`src/rtl/dff_pipe_chain.sv`:
```
// dff_pipe_chain: a DEPTH-stage, WIDTH-bit register delay line with a valid
// bit per stage, clock enable (stall), synchronous clear, programmable reset
// value and a registered count of valid stages.
//
// Optional build macro: DFF_PIPE_TAP_EN
//   When defined, every stage's data and valid bit are exported on the
//   taps / tap_valid ports. When undefined, stage contents stay internal.
//
// Valid semantics: d_valid qualifies d on each enabled edge; the data word
// moves through the chain whether or not it is valid, and q_valid qualifies
// q in the same way. There is no ready/backpressure: en=0 stalls the whole
// chain, and the oldest stage is dropped on every enabled edge.
module dff_pipe_chain #(
  parameter int              WIDTH     = 8,
  parameter int              DEPTH     = 4,
  parameter logic [WIDTH-1:0] RESET_VAL = '0
) (
  input  logic                         clk,
  input  logic                         rst,
  input  logic                         en,
  input  logic                         clr,
  input  logic [WIDTH-1:0]             d,
  input  logic                         d_valid,
  output logic [WIDTH-1:0]             q,
  output logic                         q_valid,
  output logic [$clog2(DEPTH+1)-1:0]   vcount
`ifdef DFF_PIPE_TAP_EN
  ,
  output logic [WIDTH*DEPTH-1:0]       taps,
  output logic [DEPTH-1:0]             tap_valid
`endif
);

  localparam int CW = $clog2(DEPTH+1);

  // Stage 0 is the input end, stage DEPTH-1 drives q.
  logic [WIDTH-1:0] data_r [DEPTH];
  logic [DEPTH-1:0] valid_r;
  logic [CW-1:0]    vcount_r;
  logic [CW-1:0]    vcount_next;

  // Count update: one word enters and the last stage leaves on every enabled
  // edge. Modular arithmetic keeps the intermediate overflow harmless.
  always_comb begin
    vcount_next = vcount_r + CW'(d_valid) - CW'(valid_r[DEPTH-1]);
  end

  // Stage registers: async reset > sync clear > enabled shift > hold.
  always_ff @(posedge clk or negedge rst) begin
    if (!rst) begin
      for (int i = 0; i < DEPTH; i++) begin
        data_r[i] <= RESET_VAL;
      end
      valid_r  <= '0;
      vcount_r <= '0;
    end else if (clr) begin
      for (int i = 0; i < DEPTH; i++) begin
        data_r[i] <= '0;
      end
      valid_r  <= '0;
      vcount_r <= '0;
    end else if (en) begin
      data_r[0]  <= d;
      valid_r[0] <= d_valid;
      for (int i = 1; i < DEPTH; i++) begin
        data_r[i]  <= data_r[i-1];
        valid_r[i] <= valid_r[i-1];
      end
      vcount_r <= vcount_next;
    end
  end

  // Outputs come straight from the last stage and the count register.
  always_comb begin
    q       = data_r[DEPTH-1];
    q_valid = valid_r[DEPTH-1];
    vcount  = vcount_r;
  end

`ifdef DFF_PIPE_TAP_EN
  // Flatten every stage onto the tap ports, stage i at [i*WIDTH +: WIDTH].
  always_comb begin
    taps = '0;
    for (int i = 0; i < DEPTH; i++) begin
      taps[i*WIDTH +: WIDTH] = data_r[i];
    end
    tap_valid = valid_r;
  end
`else
  // Stage contents are internal only in this build.
`endif

endmodule

```
`config.mk`:
```
export PLATFORM = sky130hd
export DESIGN_NAME = dff_pipe_chain
export DESIGN_NICKNAME = d
export VERILOG_FILES = /design/src/rtl/dff_pipe_chain.sv
export SDC_FILE = /design/constraint.sdc
export NUM_CORES = 1
export LEC_CHECK = 0
export BUFFER_PORTS_ARGS = -buffer_cell sky130_fd_sc_hd__buf_2
export CAP_MARGIN = 20
export CORE_UTILIZATION = 47
export DETAILED_ROUTE_END_ITERATION = 8
export PLACE_DENSITY_LB_ADDON = 0.08
export RECOVER_POWER = 100
export SLEW_MARGIN = 20
export SYNTH_ARGS = -nofsm -noshare
export SYNTH_HDL_FRONTEND = slang
export SYNTH_SLANG_ARGS = --single-unit
```
`constraint.sdc`:
```
create_clock -name clk -period 1.9 [get_ports clk]
set_input_delay 0.095 -clock clk [delete_from_list [all_inputs] [get_ports clk]]
set_output_delay 0.095 -clock clk [all_outputs]
set_load 0.05 [all_outputs]
```
==> results.cfg <==
[clocking]
cts_resized = 0
clockBufferDepth = 2
clock_sinks = 39
cts_tree = yes
htreeDepth = 2
cts_buffers = 5
path_clk_slew_ns = 0.07
clk_latency_ns = 0.28
cts-root-buf = clkbuf_8

[timing]
setup_tns_ns = 0
finalClockSkew_ns = 0.00466
period_share_pct = 95.9
setup_viol = 0
fin_ws_ns = 0.0773
slew_headroom_pct = 38.3
drv_slew = 0
rsz0062_at_grt = no
fmax_ghz = 0.549
finalCriticalPeriod_ns = 1.82
hold_viol_final = 0
worstMarginPinSlew_ns = 0.925

[floorplanning]
core_sq_um = 3440
ios = 25
dieArea_sq_um = 3960
die_x_microns = 62.9
initial_core_util_pct = 50.7
dieHeight_microns = 62.9
rows = 21

[yosys]
yosys.area.top_type = dfrtp_1
synth_warnings = 0
synth-seq-area-share_pct = 55.9
synth_seq_cells = 39
synthCells = 144
postSynthAreaPerCell_sq_um = 12.1
yosys.cell_types.count = 15
synth_flop_cell = dfrtp_1
yosysTopAreaCellShare_pct = 55.9
netlist_top_cells_count = 39 x dfrtp_1, 39 x nor2_1, 38 x mux2i_1
synthesis.nets = 160
synth_area_sq_um = 1750
synth_edf_count = 0
synth_area_leaders = dfrtp_1 56%, mux2i_1 22%, nor2_1 8.4%, buf_4 3.4%, buf_8 3.4%
synthArstFlopShare_pct = 100

[critical_path]
cp-end-kind = flip-flop
rrSetupSlack_ns = 0.08
arrival_ns = 2.00
cp_max_fo = 3
crit_required_ns = 2.07
critical_path_class = flip-flop to flip-flop
startpoint_type = flip-flop

[global_route]
grt_first_pass_wirelength_microns = 4480
use_met2_pct = 23.4
antenna_found_initial = 0
grt_pass1_vias = 1009
grt_max_degree = 40
gr-usage-met1_pct = 19.0
grt_use_total_pct = 14.7
use_met3_pct = 3.83
grt_overflow = 0
top_usage_layer = met2

[run]
drv_cap = 0

[cells_and_area]
layout.nets = 178
diodes = 0
utilization_pct = 54.3
fill_cells = 337
final_layout_size_suffix_gt1_share_pct = 15.5
area_growth_pct = 7.17

[power]
power.leakage_nw = 0.989
p_per_area_nw_per_um2 = 812
vdd_drop_max_uv = 368
finalPower_w = 0.00152

[placement]
gp_congestion = 0.728
numPortBuffers = 24
place_worst_setup_slack_ns = 0.0748
dpl.hpwl_microns = 1660

[detailed_routing]
drtIter0Drc = 53
routedWlPerCell_microns = 12.4
vias = 1009
vias_per_cell = 4.87
detailedRoute.firstPassIterationCount = 4
wirelength_microns = 2560
drc = 0
antenna_left = 0

[outcome]
outcome = finished clean

[worst_hold_path]
hp-class = input port to flip-flop
## worst paths after layout
kind                             from         end  cells after the start
setup reg to reg           valid_r[3]   vcount[2]                      8
hold / removal                   d[7]  data_r[31]                      3
setup / recovery           valid_r[3]   vcount[2]                      8
max in group asynchronous         rst  valid_r[3]                      3
hold reg to reg            valid_r[1]  valid_r[2]                      2
min in group asynchronous         rst        q[6]                      3
## repair_timing
item | 4_1_cts | 5_1_grt
hold endpoints to repair | 39 | 0
buffers inserted | 0 | 0
hold buffers | 1 | 0
## state kept, by name (all words and copies together), names as in the netlist
register  count
valid_r       4
q             8
vcount        3
data_r       24
## routing by layer
layer  share of wire (%)  wire length, microns
met1                  49                  1260
met3                 4.1                   106
met2                  46                  1170
met4                 1.3                    33
met5                   0                     0
## cell type report
cell class	instances	area, sq um	area share (%)
clock buffers	6	72.6	3.88
repair buffers	28	133	7.09
flip-flops and latches	39	978	52.3
inverters	4	15.0	0.803
multi-input cells	84	614	32.8
well taps	46	57.6	3.08
## cells in the final DEF, fill, tap and decap left out, types with 2 or more instances in the layout
| cell type | n |
|---|---|
| nor2_1 | 39 |
| mux2i_1 | 38 |
| inv_1 | 4 |
| dfrtp_2 | 2 |
| dfrtp_1 | 37 |
| clkbuf_8 | 5 |
| clkbuf_2 | 2 |
| clkbuf_1 | 13 |
| buf_2 | 12 |
| ha_1 | 2 |
## worst max-delay path, stage by stage, from the launching register on
cell and delay [ns]:
dfrtp_2 0.42, ha_1 0.29, inv_1 0.06, ha_1 0.13, inv_1 0.05, fa_2 0.34
xor2_2 0.17, a21oi_2 0.07, a31o_1 0.19
## through the flow
step                cells  instance area, sq um  hold WS (ns)
detailed placement    200                  1820         0.177
CTS                   207                  1900        0.0548
floorplan             144                  1760        -0.201
global placement      200                  1820         0.171
global route          207                  1870        0.0773
finish                207                  1870        0.0625
## power breakdown
| part | switching (W) | internal, W |
|---|---|---|
| Clock | 0.000250 | 0.000244 |
| Sequential | 0.0000156 | 0.000856 |
| Combinational | 0.0000959 | 0.0000572 |
| Total | 0.000362 | 0.00116 |
## cells by family (layout without fill, tap and decap cells)
family | count (synthesis) | in the layout | synth area share, %
buf+inv | 21 | 38 | 9.46
simple gates | 40 | 40 | 8.75
xor+xnor | 1 | 1 | 0.502
mux | 38 | 38 | 21.8
compound gates | 2 | 2 | 1.00
fa+ha+maj | 3 | 3 | 2.58
flops | 39 | 39 | 55.9
Note: power is estimated with default switching activity, not from simulation.
